===== config.mk =====
export PLATFORM = sky130hd
export DESIGN_NAME = time_ctrl_flat
export DESIGN_NICKNAME = d
export VERILOG_FILES = /design/src/rtl/time_ctrl_if.sv /design/src/rtl/time_ctrl.sv /design/src/flat_wrapper.sv
export SDC_FILE = /design/constraint.sdc
export NUM_CORES = 1
export LEC_CHECK = 0
export ABC_CLOCK_PERIOD_IN_PS = 1800
export CORE_ASPECT_RATIO = 0.6
export CORE_MARGIN = 2
export CORE_UTILIZATION = 45
export DETAILED_ROUTE_END_ITERATION = 7
export PLACE_DENSITY = 0.65
export SETUP_SLACK_MARGIN = 0.05
export SYNTH_ARGS = -nofsm -noshare
export SYNTH_HDL_FRONTEND = slang
export SYNTH_SLANG_ARGS = --single-unit
export TNS_END_PERCENT = 10

===== constraint.sdc =====
create_clock -name clk -period 1.8 [get_ports clk]
set_input_delay 0.36 -clock clk [delete_from_list [all_inputs] [get_ports clk]]
set_output_delay 0.36 -clock clk [all_outputs]
set_load 0.02 [all_outputs]

===== src/rtl/time_ctrl_if.sv =====
// time_ctrl_if -- button inputs and BCD display outputs of the time_ctrl clock.
//   btn_mode, btn_inc : debounced clk-synchronous button levels
//   hour1/hour0       : BCD hour tens (0..2) / units (0..9)
//   min1/min0         : BCD minute tens (0..5) / units (0..9)
//   blank             : per-digit off request {hour1, hour0, min1, min0}
//   mode              : 00 RUN, 01 SET_HOUR, 10 SET_MIN
// master drives the buttons and observes the display; slave is the clock core.
interface time_ctrl_if;
    logic       btn_mode;
    logic       btn_inc;
    logic [1:0] hour1;
    logic [3:0] hour0;
    logic [2:0] min1;
    logic [3:0] min0;
    logic [3:0] blank;
    logic [1:0] mode;

    modport master (
        output btn_mode, btn_inc,
        input  hour1, hour0, min1, min0, blank, mode
    );

    modport slave (
        input  btn_mode, btn_inc,
        output hour1, hour0, min1, min0, blank, mode
    );
endinterface


===== src/rtl/time_ctrl.sv =====
// time_ctrl -- 24-hour BCD clock with RUN / SET_HOUR / SET_MIN modes.
//   clk   : single clock, all state on its rising edge
//   rst_n : asynchronous active-low reset (time 00:00, RUN, blank 0000)
//   tc    : time_ctrl_if.slave -- buttons in, BCD digits / blank / mode out
// Parameters:
//   TICK_DIV  : clk cycles per minute tick (>= 2)
//   BLINK_DIV : clk cycles per blink half-period (>= 2)
// Optional feature: define TIME_CTRL_BLINK_EN to blink the field being set;
// without it blank is constant 0000 and no blink counter exists.
module time_ctrl #(
    parameter longint unsigned TICK_DIV  = 64'd6000000000,
    parameter int unsigned     BLINK_DIV = 25000000
) (
    input  logic      clk,
    input  logic      rst_n,
    time_ctrl_if.slave tc
);
    localparam int unsigned   PW       = (TICK_DIV > 64'd2) ? $clog2(TICK_DIV) : 1;
    localparam logic [PW-1:0] PRE_LAST = PW'(TICK_DIV - 64'd1);

    if (TICK_DIV < 64'd2 || BLINK_DIV < 2) begin : g_param_check
        $error("time_ctrl: TICK_DIV and BLINK_DIV must both be >= 2");
    end

    typedef enum logic [1:0] {
        RUN      = 2'b00,
        SET_HOUR = 2'b01,
        SET_MIN  = 2'b10
    } state_t;

    state_t        state_q, state_d;
    logic [1:0]    h1_q, h1_d;
    logic [3:0]    h0_q, h0_d;
    logic [2:0]    m1_q, m1_d;
    logic [3:0]    m0_q, m0_d;
    logic [PW-1:0] pre_q, pre_d;
    logic          btn_mode_q, btn_inc_q;
    logic          mode_edge, inc_edge, tick;
    logic [7:0]    min_next;
    logic [5:0]    hour_next;

    // {carry_to_hour, min1, min0}
    function automatic logic [7:0] min_inc(input logic [2:0] m1, input logic [3:0] m0);
        if (m0 != 4'd9)
            return {1'b0, m1, m0 + 4'd1};
        else if (m1 != 3'd5)
            return {1'b0, m1 + 3'd1, 4'd0};
        else
            return {1'b1, 3'd0, 4'd0};
    endfunction

    // {hour1, hour0}, 23 wraps to 00
    function automatic logic [5:0] hour_inc(input logic [1:0] h1, input logic [3:0] h0);
        if (h1 == 2'd2 && h0 == 4'd3)
            return '0;
        else if (h0 == 4'd9)
            return {h1 + 2'd1, 4'd0};
        else
            return {h1, h0 + 4'd1};
    endfunction

    always_comb begin
        mode_edge = tc.btn_mode & ~btn_mode_q;
        // a simultaneous mode edge swallows the increment
        inc_edge  = tc.btn_inc & ~btn_inc_q & ~mode_edge;
        tick      = (state_q == RUN) && (pre_q == PRE_LAST);
        min_next  = min_inc(m1_q, m0_q);
        hour_next = hour_inc(h1_q, h0_q);

        state_d = state_q;
        h1_d    = h1_q;
        h0_d    = h0_q;
        m1_d    = m1_q;
        m0_d    = m0_q;

        // time update depends only on the current state, so a tick that
        // coincides with a mode edge out of RUN is still applied
        case (state_q)
            RUN: begin
                if (tick) begin
                    {m1_d, m0_d} = min_next[6:0];
                    if (min_next[7])
                        {h1_d, h0_d} = hour_next;
                end
            end
            SET_HOUR: if (inc_edge) {h1_d, h0_d} = hour_next;
            SET_MIN:  if (inc_edge) {m1_d, m0_d} = min_next[6:0];
            default: ;
        endcase

        if (mode_edge) begin
            case (state_q)
                RUN:      state_d = SET_HOUR;
                SET_HOUR: state_d = SET_MIN;
                default:  state_d = RUN;
            endcase
        end

        // held at 0 outside RUN, so re-entering RUN starts a full period
        if (state_q != RUN || state_d != RUN || tick)
            pre_d = '0;
        else
            pre_d = pre_q + PW'(1);
    end

`ifdef TIME_CTRL_BLINK_EN
    localparam int unsigned   BW        = (BLINK_DIV > 2) ? $clog2(BLINK_DIV) : 1;
    localparam logic [BW-1:0] BLNK_LAST = BW'(BLINK_DIV - 1);

    logic [BW-1:0] blk_cnt_q, blk_cnt_d;
    logic          phase_q, phase_d;
    logic [3:0]    blank_q, blank_d;

    always_comb begin
        if (mode_edge) begin
            blk_cnt_d = '0;
            phase_d   = 1'b0;
        end else if (blk_cnt_q == BLNK_LAST) begin
            blk_cnt_d = '0;
            phase_d   = ~phase_q;
        end else begin
            blk_cnt_d = blk_cnt_q + BW'(1);
            phase_d   = phase_q;
        end

        // derived from next state/phase so blank stays aligned with mode
        case (state_d)
            SET_HOUR: blank_d = {phase_d, phase_d, 2'b00};
            SET_MIN:  blank_d = {2'b00, phase_d, phase_d};
            default:  blank_d = '0;
        endcase
    end

    assign tc.blank = blank_q;
`else
    assign tc.blank = '0;
`endif

    always_ff @(posedge clk or negedge rst_n) begin
        if (!rst_n) begin
            state_q    <= RUN;
            h1_q       <= '0;
            h0_q       <= '0;
            m1_q       <= '0;
            m0_q       <= '0;
            pre_q      <= '0;
            btn_mode_q <= 1'b0;
            btn_inc_q  <= 1'b0;
`ifdef TIME_CTRL_BLINK_EN
            blk_cnt_q  <= '0;
            phase_q    <= 1'b0;
            blank_q    <= '0;
`endif
        end else begin
            state_q    <= state_d;
            h1_q       <= h1_d;
            h0_q       <= h0_d;
            m1_q       <= m1_d;
            m0_q       <= m0_d;
            pre_q      <= pre_d;
            btn_mode_q <= tc.btn_mode;
            btn_inc_q  <= tc.btn_inc;
`ifdef TIME_CTRL_BLINK_EN
            blk_cnt_q  <= blk_cnt_d;
            phase_q    <= phase_d;
            blank_q    <= blank_d;
`endif
        end
    end

    assign tc.hour1 = h1_q;
    assign tc.hour0 = h0_q;
    assign tc.min1  = m1_q;
    assign tc.min0  = m0_q;
    assign tc.mode  = state_q;
endmodule

===== src/flat_wrapper.sv =====
// flat-port wrapper written by rule: the top's interface ports become plain ports
module time_ctrl_flat 
#(
    parameter longint unsigned TICK_DIV  = 64'd6000000000,
    parameter int unsigned     BLINK_DIV = 25000000
)
  (clk, rst_n, tc_btn_mode, tc_btn_inc, tc_hour1, tc_hour0, tc_min1, tc_min0, tc_blank, tc_mode);
  time_ctrl_if tc_i ();
  input  logic clk;
  input  logic rst_n;
  input wire logic [$bits(tc_i.btn_mode)-1:0] tc_btn_mode;
  input wire logic [$bits(tc_i.btn_inc)-1:0] tc_btn_inc;
  output wire logic [$bits(tc_i.hour1)-1:0] tc_hour1;
  output wire logic [$bits(tc_i.hour0)-1:0] tc_hour0;
  output wire logic [$bits(tc_i.min1)-1:0] tc_min1;
  output wire logic [$bits(tc_i.min0)-1:0] tc_min0;
  output wire logic [$bits(tc_i.blank)-1:0] tc_blank;
  output wire logic [$bits(tc_i.mode)-1:0] tc_mode;
  assign tc_i.btn_mode = tc_btn_mode;
  assign tc_i.btn_inc = tc_btn_inc;
  assign tc_hour1 = tc_i.hour1;
  assign tc_hour0 = tc_i.hour0;
  assign tc_min1 = tc_i.min1;
  assign tc_min0 = tc_i.min0;
  assign tc_blank = tc_i.blank;
  assign tc_mode = tc_i.mode;
  time_ctrl #(.TICK_DIV(TICK_DIV), .BLINK_DIV(BLINK_DIV)) u_core (.clk(clk), .rst_n(rst_n), .tc(tc_i));
endmodule

==> run_results.csv <==
group,metric,value,unit
status,run_status,"finished, violations left",
status,violations,"setup timing",
floorplanning,core_region_area,5620,um^2
synthesis,synth.top_cells.by_area,"sky130_fd_sc_hd__dfrtp_1, sky130_fd_sc_hd__xnor2_1, sky130_fd_sc_hd__nor2_1, sky130_fd_sc_hd__mux2_2, sky130_fd_sc_hd__nand2_1",
floorplanning,floorplan.initialDensity,47.0,%
drt,drcViolationCount,0,
global_route,global_route.overflow_total,0,
finish,layout.core_utilization,62.5,%
finish,fraction_of_layout_instances_using_a_drive_strength_above_1,28.2,%
timing,fin_worst_skew,6.76,ps
global_route,antenna_found_initial,0,
timing,period_needed,1920,ps
drt,drt-wirelength-per-cell,13.9,um
floorplanning,fp.dieH,63.4,um
synthesis,postSynthCellCount,265,
timing,max_clock_freq,521,MHz
synthesis,post_synth.cell_area_avg,9.98,um^2
place,finalWeightedCongestion,0.810,
drt,first_pass_iters,4,
critical_path,critical_path_required,2000,ps
synthesis,library_cells_used_by_synthesis,49,
clock_network,cts-root-buf,"sky130_fd_sc_hd__clkbuf_8",
finish,synthToLayoutAreaGrowth,33.0,%
synthesis,synth.cell_area,2640,um^2
timing,rsz0062_at_grt,"yes",
clock_network,cts_num_sinks,50,
critical_path,critical_path.endpoint,"u_core.tc.hour0[2]",
timing,number_of_setup_violations_in_the_final_report,43,
critical_path,crit_path_cell_trace,"ha_2 > and4_4 > nand4_4 > o31ai_4 > buf_6 > nand4_1 > mux2_2",
floorplanning,rows,21,
power_and_ir_drop,post-layout-total-power,3.15,mW
worst_hold_path,min_path_type,"primary input to flip-flop",
timing,period_share,107,%
synthesis,yosysWarningCount,0,
critical_path,reg2regPathDepth,7,
synthesis,synth.ff_latch_count,50,
critical_path,slowest_delay,360,ps
drt,total_number_of_vias,2088,
finish,antenna-diode-count,0,
drt,drt_iter0_markers,97,
synthesis,async_flop_share,100,%
floorplanning,die_area,6520,um^2
critical_path,crit-reg2reg-capture,"u_core.tc.hour0[2]",
global_route,groute.usage.overall,20.1,%
place,place_area,3280,um^2
timing,worst_slack,-121,ps
critical_path,r2r_setup_slack,-120,ps
floorplanning,io_pins,23,
power_and_ir_drop,vdd.ir_drop.worst,0.610,mV
run,timing.max_cap.violations,0,
power_and_ir_drop,total_leakage_power,1.57,nW
synthesis,synth.yosys.seq_area_share,47.3,%
finish,layout_commonest_cell,"sky130_fd_sc_hd__buf_4",
place,portBuffers,18,
timing,slew_violations,0,
critical_path,critical_path.reg2reg.startpoint,"u_core.pre_q[0]",
critical_path,timing_worst_setup_path_type,"flip-flop to flip-flop",
critical_path,slowest_stage,"sky130_fd_sc_hd__dfrtp_1",
synthesis,post_synth_edffs,0,
drt,drt_wl_total,5810,um
synthesis,netlist.top_cell.by_area,"sky130_fd_sc_hd__dfrtp_1",
floorplanning,die_width,103,um
clock_network,numCtsBuffers,5,
critical_path,worstSetupStartpointType,"flip-flop",
clock_network,clock_insertion_delay_worst_skew,300,ps
place,pre_cts_ws,-214,ps
timing,final-hold-violation-count,0,
place,dp_hpwl,4130,um
clock_network,cts_htree_levels,2,
drt,avgViaCountPerCell,5.01,
synthesis,synth-main-ff-cell,"sky130_fd_sc_hd__dfrtp_1",
finish,fin_area,3520,um^2
drt,antenna_violating_nets_post_route,0,
global_route,global_route_wire_length_before_repair,10200,um
clock_network,clock_tree.buffer_depth,2,
clock_network,clk_transition_reported_paths,100,ps
critical_path,critPathArrivalTime,2120,ps
global_route,grt_pass1_vias,2079,
critical_path,crit_path_launch,"u_core.pre_q[0]",
clock_network,tritoncts,"yes",
critical_path,largest_fanout_on_the_critical_path,5,
critical_path,worst_setup_path_end_kind,"flip-flop",
power_and_ir_drop,power_density,896,nW/um^2
synthesis,yosys.area.top_type_share,47.3,%
finish,final_cell_mix,"sky130_fd_sc_hd__buf_4, sky130_fd_sc_hd__nor2_1, sky130_fd_sc_hd__dfrtp_1",
global_route,grt_start_max_net_pins,34,
finish,nNetsFinal,342,
==> critical path: cells and delay by family (launching register included) <==
| family | cells | cell delay, ps |
|---|---|---|
| adder cells (fa/ha/maj) | 1 | 190 |
| AND/OR/NAND/NOR | 3 | 530 |
| multiplexers | 1 | 290 |
| buffers and inverters | 1 | 150 |
| flip-flops | 1 | 360 |
| AO/OA/AOI/OAI | 1 | 290 |
==> registers in the layout, indices dropped and copies added, names as in the netlist <==
name	cells
u_core.pre_q	33
u_core.tc.hour0	4
u_core.tc.min0	4
u_core.tc.min1	3
u_core.tc.hour1	2
u_core.tc.mode	2
u_core.btn_inc_q	1
u_core.btn_mode_q	1
==> kinds of logic (layout without fill, tap and decap cells) <==
group / count (synthesis) / in the layout / share of synthesized area, %
AND/OR/NAND/NOR: 132 / 132 / 27.9
AO/OA/AOI/OAI: 17 / 17 / 5.63
multiplexers: 6 / 6 / 2.51
other: 1 / 4 / 0.142
flip-flops: 50 / 50 / 47.3
adder cells (fa/ha/maj): 2 / 2 / 0.946
buffers and inverters: 22 / 91 / 3.93
XOR/XNOR: 35 / 35 / 11.6
==> final cells by class <==
class | instances | area [um^2]
fill | 471 | 2110
multi-input combinational | 196 | 1390
sequential | 50 | 1250
timing repair buffer | 74 | 627
tap | 80 | 100
clock buffer | 6 | 72.6
clock inverter | 2 | 37.5
inverter | 9 | 33.8
==> timing repair <==
item                       in CTS  in global routing
setup endpoints to repair      54                 51
gates resized for setup        12                 16
hold endpoints to repair        3                  0
gates cloned                    0                  0
setup buffers                   4                  0
pin swaps                      10                  0
hold buffers                    1                  0
==> power breakdown <==
part           leakage [nW]  total, mW  switching [mW]  internal, mW
combinational         0.838      0.987           0.544         0.443
clock                0.0514      0.807           0.392         0.415
sequential            0.678       1.36           0.117          1.24
==> synth_stat cells, types with 2 or more instances <==
master,instances
sky130_fd_sc_hd__inv_1,9
sky130_fd_sc_hd__nand3_1,11
sky130_fd_sc_hd__nor3b_1,3
sky130_fd_sc_hd__xnor2_1,29
sky130_fd_sc_hd__and3_1,3
sky130_fd_sc_hd__nand4_1,9
sky130_fd_sc_hd__ha_1,2
sky130_fd_sc_hd__nor4_2,2
sky130_fd_sc_hd__and4_2,2
sky130_fd_sc_hd__nor2_1,49
sky130_fd_sc_hd__nor2b_1,5
sky130_fd_sc_hd__xor2_1,6
sky130_fd_sc_hd__buf_2,5
sky130_fd_sc_hd__mux2_2,5
sky130_fd_sc_hd__buf_4,4
sky130_fd_sc_hd__and4_1,4
sky130_fd_sc_hd__dfrtp_1,50
sky130_fd_sc_hd__nand2_1,15
sky130_fd_sc_hd__nor4_1,6
sky130_fd_sc_hd__and2b_1,2
sky130_fd_sc_hd__o21ai_0,4
sky130_fd_sc_hd__clkbuf_1,4
sky130_fd_sc_hd__nor3_1,9
sky130_fd_sc_hd__o211ai_1,2
==> per-layer routing <==
metal	track usage (%)	share of wire (%)	up-vias
li1	-	-	1048
met1	32.6	55	1001
met2	26.3	41	35
met3	4.66	3.2	4
met4	4.93	0.64	0
met5	0	0	-
==> how the worst min path moves through the flow <==
stage,from,endpoint,slack (ps),cells after the start
after floorplan,rst_n,u_core.btn_inc_q,60,0
after global placement,rst_n,u_core.pre_q[6],330,1
after detailed placement,rst_n,u_core.pre_q[6],330,1
after CTS,tc_btn_inc,u_core.btn_inc_q,500,1
after global routing,tc_btn_inc,u_core.btn_inc_q,510,1
final,tc_btn_inc,u_core.btn_inc_q,510,1
==> metrics by stage <==
| stage | TNS [ps] | std cells | hold WS [ps] |
|---|---|---|---|
| after CTS | -2200 | 417 | 504 |
| after global routing | -5720 | 417 | 512 |
| after floorplan | -789 | 268 | 64.4 |
| after detailed placement | -4690 | 404 | 331 |
| final | -1710 | 417 | 506 |
| after global placement | -3620 | 404 | 326 |
No activity file was read; power rests on OpenSTA's default activity.
==> patch, RTL diff (same flow settings) <==
Take the reset off `h0_q` and `m0_q` and load them in a clocked block of their own.
--- a/src/rtl/time_ctrl.sv
+++ b/src/rtl/time_ctrl.sv
@@ -141,7 +141,5 @@
             state_q    <= RUN;
             h1_q       <= '0;
-            h0_q       <= '0;
             m1_q       <= '0;
-            m0_q       <= '0;
             pre_q      <= '0;
             btn_mode_q <= 1'b0;
@@ -155,7 +153,5 @@
             state_q    <= state_d;
             h1_q       <= h1_d;
-            h0_q       <= h0_d;
             m1_q       <= m1_d;
-            m0_q       <= m0_d;
             pre_q      <= pre_d;
             btn_mode_q <= tc.btn_mode;
@@ -169,4 +165,9 @@
     end
 
+    always_ff @(posedge clk) begin
+        h0_q <= h0_d;
+        m0_q <= m0_d;
+    end
+
     assign tc.hour1 = h1_q;
     assign tc.hour0 = h0_q;
Formal check against the unedited RTL: differs if rst_n is asserted again (counterexample within 4 cycles, from zero or initial values and one cycle with rst_n low); with rst_n held inactive, the same outputs for 10 cycles.
==> patch against the unedited design <==
Die area down 1.1%; largest cell class is now sequential cells; global-route usage is 0.25 points lower; setup slack got worse by 0.38 ns; power down 22%; wire length down 4.5%; worst hold slack better by 0.0050 ns; cell area is 1.6% lower; critical path type unchanged; largest power group unchanged; combinational power down 46%; sequential cell count unchanged; the run still ends with negative setup slack left; via count shrank 0.19%; area after synthesis is 1.2% lower.
==> patch: results (changes against the unedited design) <==
hpwl dp 4.245 mm (+2.8%); worst hold margin 0.5112 ns (+0.004961 ns); post-synthesis xor/xnor area fraction 11.40% (-0.20 points); Mapped Cells 260 (-1.9%); Post-DP Area 3318 µm² (+1.2%); switch share 28.96% (-4.5 points); layout cells sized above 1 24.19% (-4.0 points); Setup-failing EPs final 46 (+7.0%); FF/Latch Area 1291 µm² (+3.1%); outcome complete, but fails checks; setup slack after layout -0.4971 ns (-0.3762 ns); register share of the cell area 37.32% (+1.7 points); first-pass GRT wire length 9.922 mm (-2.3%); worst reg2reg path startpoint u_core.pre_q[27]; synth cell count leaders nor2_1, dfrtp_1, xor2_1; fillers 487 (+3.4%); failing checks negative setup slack; Layout Cells excl Fill 419 (+0.48%); Arrival @ worst endpoint 2.49 ns (+0.37 ns); fraction of area in multi-input gates 37.11% (-2.5 points); crit path from u_core.pre_q[27]; vias in the first global route 2122 (+2.1%); gpl congestion 0.7843 (-3.2%); Distinct cells, synth 46 (-6.1%); placed cells 408 (+0.99%); wire per inst 13.25 µm (-4.9%); Critical Path Fanout Max 3 (-2); Setup WS pre-CTS -0.4912 ns (-0.2769 ns); Synth Area in Compound Gates 3.879% (-1.8 points); bufs w/o clock 78 (+5.4%); Reg power frac 51.4% (+8.4 points); post-synthesis mux area share 0.8621% (-1.6 points); adder-cell area share of the yosys netlist 2.874% (+1.9 points); total track usage 19.81% (-0.25 points); Post-synth EDFFs 8 (+8); Critical Path Sink u_core.tc.min1[1]; Iteration-0 DRC Markers 110 (+13%); routed vias/inst 4.974 (-0.67%); ClkCell Share 2.604% (-0.53 points)
## patch: changes by cell type after synthesis, sizes merged, moves of 4 or more
cell,unedited run,this run
and4,7,1
dfrtp,50,42
edfxtp,0,8
ha,2,6
nand4,11,16
nor3,9,4
nor4,9,5
xnor2,29,9
xor2,6,25
## patch: routing by layer
metal / track usage, % / routed length [µm] / vias up
li1: - / - / 1052
met1: 30.62 / 2985 / 988
met2: 28.04 / 2283 / 37
met3: 3.915 / 223 / 7
met4: 5.500 / 59 / 0
met5: 0 / 0 / -
## patch: repair_timing
item	4_1_cts	5_1_grt
gates resized for setup	7	10
gates cloned	0	0
endpoints found under the setup margin	52	52
hold endpoints to repair	16	0
hold buffers	1	0
buffers inserted	1	1
pin swaps	2	1
## patch: worst max-delay path: stages (launching register included)
cell and delay, ns:
dfrtp_1 0.38, or4b_4 0.52, or4b_4 0.53, nor4b_4 0.30, o211ai_2 0.15, mux2_4 0.31
